### src/rtl/cordic_atanh_vectoring.sv
// cordic_atanh_vectoring
//   Iterative hyperbolic CORDIC, vectoring mode. Drives Y toward zero over
//   16 micro-rotations and accumulates the angle, giving
//   phase = atanh(y/x) and mag = K_h*sqrt(x^2 - y^2) (gain uncorrected).
//
// Ports
//   clk, rst_n      clock, asynchronous active-low reset
//   in_valid/ready  input handshake; ready only while idle
//   x, y            Q1.14 signed cosh/sinh pair, x > 0, |y| < x
//   out_valid/ready output handshake; result held until accepted
//   phase           Q3.13 signed atanh(y/x)
//   mag             Q1.14 signed scaled magnitude
//   err             input was outside the domain; phase/mag forced to 0
module cordic_atanh_vectoring (
    input  logic               clk,
    input  logic               rst_n,
    input  logic               in_valid,
    output logic               in_ready,
    input  logic signed [15:0] x,
    input  logic signed [15:0] y,
    output logic               out_valid,
    input  logic               out_ready,
    output logic signed [15:0] phase,
    output logic signed [15:0] mag,
    output logic               err
);

    typedef enum logic [1:0] {IDLE, RUN, DONE} state_t;

    state_t             state_q, state_d;
    logic signed [19:0] x_q, x_d, y_q, y_d;     // Q4.16
    logic signed [17:0] z_q, z_d;               // Q3.15
    logic        [3:0]  k_q, k_d;
    logic               err_r_q, err_r_d;
    logic signed [15:0] phase_q, phase_d, mag_q, mag_d;
    logic               err_q, err_d;

    // Shift per iteration: 1..14 with 4 and 13 repeated for convergence.
    function automatic logic [3:0] shift_lut(input logic [3:0] k);
        if (k <= 4'd3)       return k + 4'd1;
        else if (k <= 4'd13) return k;
        else                 return k - 4'd1;
    endfunction

    // round(atanh(2^-s) * 2^15)
    function automatic logic [14:0] atanh_lut(input logic [3:0] s);
        case (s)
            4'd1:    return 15'd18000;
            4'd2:    return 15'd8369;
            4'd3:    return 15'd4118;
            4'd4:    return 15'd2051;
            4'd5:    return 15'd1024;
            4'd6:    return 15'd512;
            4'd7:    return 15'd256;
            4'd8:    return 15'd128;
            4'd9:    return 15'd64;
            4'd10:   return 15'd32;
            4'd11:   return 15'd16;
            4'd12:   return 15'd8;
            4'd13:   return 15'd4;
            4'd14:   return 15'd2;
            default: return 15'd0;
        endcase
    endfunction

    // One micro-rotation from the current registers.
    logic        [3:0]  sh;
    logic signed [19:0] xs, ys, x_n, y_n;
    logic signed [17:0] t, z_n;
    logic signed [16:0] zr;
    logic signed [15:0] phase_sat, mag_sat;
    logic signed [16:0] x17, ay17;

    assign sh  = shift_lut(k_q);
    assign xs  = x_q >>> sh;
    assign ys  = y_q >>> sh;
    assign t   = $signed({3'b000, atanh_lut(sh)});
    assign x_n = y_q[19] ? x_q + ys : x_q - ys;
    assign y_n = y_q[19] ? y_q + xs : y_q - xs;
    assign z_n = y_q[19] ? z_q - t  : z_q + t;

    // Round Z (Q3.15) to Q3.13 with half-up, then clamp to 16 bits.
    assign zr        = 17'(($signed({z_n[17], z_n}) + 19'sd2) >>> 2);
    assign phase_sat = (zr[16] != zr[15]) ? (zr[16] ? 16'sh8000 : 16'sh7FFF) : zr[15:0];
    assign mag_sat   = (x_n[19:17] != 3'b000) ? 16'sh7FFF : x_n[17:2];

    // 17-bit compare so y = -32768 yields |y| = 32768.
    assign x17  = $signed({x[15], x});
    assign ay17 = y[15] ? -$signed({y[15], y}) : $signed({y[15], y});

    always_comb begin
        state_d = state_q;
        x_d     = x_q;
        y_d     = y_q;
        z_d     = z_q;
        k_d     = k_q;
        err_r_d = err_r_q;
        phase_d = phase_q;
        mag_d   = mag_q;
        err_d   = err_q;
        case (state_q)
            IDLE: begin
                if (in_valid) begin
                    x_d     = $signed({{2{x[15]}}, x, 2'b00});
                    y_d     = $signed({{2{y[15]}}, y, 2'b00});
                    z_d     = '0;
                    k_d     = '0;
                    err_r_d = (x17 <= 17'sd0) || (ay17 >= x17);
                    state_d = RUN;
                end
            end
            RUN: begin
                x_d = x_n;
                y_d = y_n;
                z_d = z_n;
                k_d = k_q + 4'd1;
                if (k_q == 4'd15) begin
                    phase_d = err_r_q ? 16'sh0000 : phase_sat;
                    mag_d   = err_r_q ? 16'sh0000 : mag_sat;
                    err_d   = err_r_q;
                    state_d = DONE;
                end
            end
            DONE: begin
                if (out_ready) state_d = IDLE;
            end
            default: state_d = IDLE;
        endcase
    end

    always_ff @(posedge clk or negedge rst_n) begin
        if (!rst_n) begin
            state_q <= IDLE;
            x_q     <= '0;
            y_q     <= '0;
            z_q     <= '0;
            k_q     <= '0;
            err_r_q <= 1'b0;
            phase_q <= '0;
            mag_q   <= '0;
            err_q   <= 1'b0;
        end else begin
            state_q <= state_d;
            x_q     <= x_d;
            y_q     <= y_d;
            z_q     <= z_d;
            k_q     <= k_d;
            err_r_q <= err_r_d;
            phase_q <= phase_d;
            mag_q   <= mag_d;
            err_q   <= err_d;
        end
    end

    assign in_ready  = (state_q == IDLE);
    assign out_valid = (state_q == DONE);
    assign phase     = phase_q;
    assign mag       = mag_q;
    assign err       = err_q;

endmodule

### config.mk
export PLATFORM = sky130hd
export DESIGN_NAME = cordic_atanh_vectoring
export DESIGN_NICKNAME = d
export VERILOG_FILES = /design/src/rtl/cordic_atanh_vectoring.sv
export SDC_FILE = /design/constraint.sdc
export NUM_CORES = 1
export LEC_CHECK = 0
export ABC_AREA = 1
export CAP_MARGIN = 10
export CORE_MARGIN = 4
export CORE_UTILIZATION = 50
export DETAILED_ROUTE_END_ITERATION = 16
export HOLD_SLACK_MARGIN = 0.12
export PLACE_DENSITY_LB_ADDON = 0.12
export SLEW_MARGIN = 10
export SYNTH_ARGS = -nofsm -noshare
export SYNTH_HDL_FRONTEND = slang
export SYNTH_SLANG_ARGS = --single-unit
export TNS_END_PERCENT = 10
### constraint.sdc
create_clock -name clk -period 7.6 [get_ports clk]
set_input_delay 1.52 -clock clk [delete_from_list [all_inputs] [get_ports clk]]
set_output_delay 1.52 -clock clk [all_outputs]
set_load 0.01 [all_outputs]
==> results.sh <==
export IMPL_initial_core_util_pct=50.9
export IMPL_dp_hpwl_mm=30.2
export IMPL_synth_cells=1839
export IMPL_finalCritPeriodShare_pct=83.6
export IMPL_seq_area_frac_synth_pct=21.2
export IMPL_avgSynthCellArea_um2=6.28
export IMPL_endpoint_kind="register"
export IMPL_diodes=0
export IMPL_maxSlewHeadroom_pct=38.5
export IMPL_htree_levels=3
export IMPL_cts_setup_buffers=0
export IMPL_worst_setup_path_type="reg -> reg"
export IMPL_clk_pin_slew_worst_paths_ps=80
export IMPL_cap_viol_max_count=0
export IMPL_seq_area_um2=2450
export IMPL_worstHoldPathType="reg -> reg"
export IMPL_dieArea_um2=25600
export IMPL_synth_seq_cells=98
export IMPL_grt_max_degree=71
export IMPL_clock_latency_ps=360
export IMPL_grtUsageTotal_pct=29.4
export IMPL_path_max_fanout=70
export IMPL_grt_pass1_wl_mm=61.5
export IMPL_yosys_warnings=0
export IMPL_hold_violations=0
export IMPL_crit_path_frequent_cell="nand2_1"
export IMPL_syn_nets=1958
export IMPL_ys_async_sr_fraction_pct=100
export IMPL_multi_input_area_um2=7900
export IMPL_slew_viol_final=0
export IMPL_wl_per_cell_um=17.7
export IMPL_layout_cells_non_filler=2157
export IMPL_critical_path_arrival_ps=6600
export IMPL_ios=71
export IMPL_holdBufCountCts=0
export IMPL_finalSetupViolations=0
export IMPL_rsz0062_at_grt="no"
export IMPL_antenna_found_initial=0
export IMPL_cp_slowest_cell="nand2_4"
export IMPL_die_x_um=160
export IMPL_cts_root_buf="clkbuf_16"
export IMPL_core_um2=22700
export IMPL_grt_pass1_vias=11600
export IMPL_portBuffers=70
export IMPL_wl_mm=38.3
export IMPL_nets=1986
export IMPL_cts_max_path_buffers=2
export IMPL_synth_main_ff_cell="dfrtp_1"
export IMPL_dpl_cell_area_um2=12300
export IMPL_fin_worst_skew_ps=10.2
export IMPL_synth_edff_count=0
export IMPL_period_needed_ps=6350
export IMPL_yosys_cell_types_count=50
export IMPL_die_height_um=160
export IMPL_via_per_inst=5.74
export IMPL_cts_sinks=98
export IMPL_placed_cells_incl_taps=2141
export IMPL_syn_to_final_growth_pct=9.33
export IMPL_drive_gt1_share_pct=4.38
export IMPL_cts_made_buffers=9
export IMPL_gp_congestion=1.02
export IMPL_fin_area_um2=12600
export IMPL_cts_tree="done"
export IMPL_worstPathRequired_ps=7850
export IMPL_setup_tns_final_ps=0
export IMPL_fillers=2352
export IMPL_first_pass_iters=6
export IMPL_route_vias_total=12400
export IMPL_synth_area_um2=11600
export IMPL_status="complete, no violations"
export IMPL_slowest_delay_ps=590
export IMPL_drc=0
export IMPL_cts_resized=0
export IMPL_gr_total_overflow=0
export IMPL_tightest_slew_ps=919
export IMPL_antenna_left=0
export IMPL_finalHoldWorstSlack_ps=483
export IMPL_drt_iter0_drc=1185
export IMPL_rows=55
export IMPL_fmaxAchievable_ghz=0.157
export IMPL_start_kind="register"
==> registers in the layout, summed over array words and instances (netlist names) <==
register / flops
y_q: 20
state_q: 2
err_r_q: 1
z_q: 18
x_q: 20
k_q: 4
mag: 16
phase: 16
err: 1
==> worst paths after layout <==
kind / cells past startpoint / endpoint / from / slack [ps]
min in group asynchronous: 1 / y_q[0] / rst_n / 1150
max in group asynchronous: 2 / phase[7] / rst_n / 5270
worst min-delay path: 2 / phase[9] / phase[9] / 480
worst min register to register: 2 / phase[9] / phase[9] / 480
worst max-delay path: 32 / phase[13] / k_q[0] / 1250
worst max register to register: 32 / phase[13] / k_q[0] / 1250
==> synth_stat cells (3+ instances only) <==
master      n  area [um^2]
a21boi_0    3         22.5
a21oi_1    84          420
a31oi_1     5         31.3
buf_1       8         30.0
buf_2      16         80.1
buf_4       7         52.6
buf_6      10          113
clkbuf_1   24         90.1
clkinv_1    3         11.3
dfrtp_1    98         2450
fa_1        3         60.1
ha_1       80         1000
inv_1     209          785
inv_2       4         15.0
nand2_1   573         2150
nand2_2    13         81.3
nand2_4     6         67.6
nand3_1   201         1010
nand3_2     3         30.0
nand3b_1    4         30.0
nand4_1    45          282
nor2_1     94          353
nor2_2      9         56.3
nor3_1     12         60.1
nor4_1     12         75.1
o211ai_1   20          150
o21ai_0   109          546
o21ai_1    21          105
o21ai_2     4         35.0
o221ai_1   19          166
o22ai_1     8         50.1
o31ai_1     9         67.6
or2_2       4         25.0
xnor2_1    29          254
xor2_1     69          604
==> per-stage QoR <==
stage	util [%]	setup slack (ps)
6_report	55.6	1250
4_1_cts	55.6	1340
2_1_floorplan	-	2900
3_3_place_gp	54.3	1630
5_1_grt	55.6	573
3_5_place_dp	54.3	1350
==> worst max-delay path: cells and delay by family (launching register included) <==
kind | cells | cell delay, ps
compound gates | 4 | 670
xor+xnor | 2 | 400
fa+ha+maj | 3 | 760
buf+inv | 2 | 220
flops | 1 | 530
simple gates | 21 | 3610
==> cell families (layout without fill, tap and decap cells) <==
group,after synthesis,count (layout),share of synthesized area (%)
xor+xnor,98,98,7.43
fa+ha+maj,83,83,9.18
other cells,1,1,0.0325
flops,98,98,21.2
simple gates,985,985,37.4
compound gates,290,290,14.3
buf+inv,284,317,10.4
==> layout by cell type, fill, tap and decap left out, types with 3 or more instances in the layout <==
| cell | netlist | final |
|---|---|---|
| a21boi_0 | 3 | 3 |
| a21oi_1 | 84 | 84 |
| a31oi_1 | 5 | 5 |
| buf_4 | 7 | 14 |
| clkbuf_16 | 0 | 9 |
| clkdlybuf4s50_1 | 0 | 69 |
| clkinv_1 | 3 | 3 |
| dfrtp_1 | 98 | 98 |
| fa_1 | 3 | 3 |
| ha_1 | 80 | 80 |
| inv_1 | 209 | 209 |
| inv_2 | 4 | 4 |
| inv_6 | 0 | 3 |
| nand2_1 | 573 | 573 |
| nand2_2 | 13 | 13 |
| nand2_4 | 6 | 6 |
| nand3_1 | 201 | 201 |
| nand3_2 | 3 | 3 |
| nand3b_1 | 4 | 4 |
| nand4_1 | 45 | 45 |
| nor2_1 | 94 | 92 |
| nor2_2 | 9 | 11 |
| nor3_1 | 12 | 12 |
| nor4_1 | 12 | 12 |
| o211ai_1 | 20 | 20 |
| o21ai_0 | 109 | 109 |
| o21ai_1 | 21 | 21 |
| o21ai_2 | 4 | 4 |
| o221ai_1 | 19 | 19 |
| o22ai_1 | 8 | 8 |
| o31ai_1 | 9 | 9 |
| or2_2 | 4 | 4 |
| xnor2_1 | 29 | 29 |
| xor2_1 | 69 | 69 |
==> layout make-up <==
class / instances / share of cell area [%]
multi-input cells: 1457 / 62.5
flip-flops and latches: 98 / 19.4
inverters: 218 / 6.51
repair buffers: 83 / 6.30
well taps: 285 / 2.82
clock buffers: 9 / 1.78
clock inverters: 7 / 0.644
==> routing by layer <==
metal	global-route usage, %	share of wire, %
met1	41.9	46
met2	46.5	45
met3	5.16	7.2
met4	7.12	2.1
met5	0	0
Power is left out: the tool's default activity adds up to more than one toggle a clock period on the data nets, which glitch-free logic cannot reach.
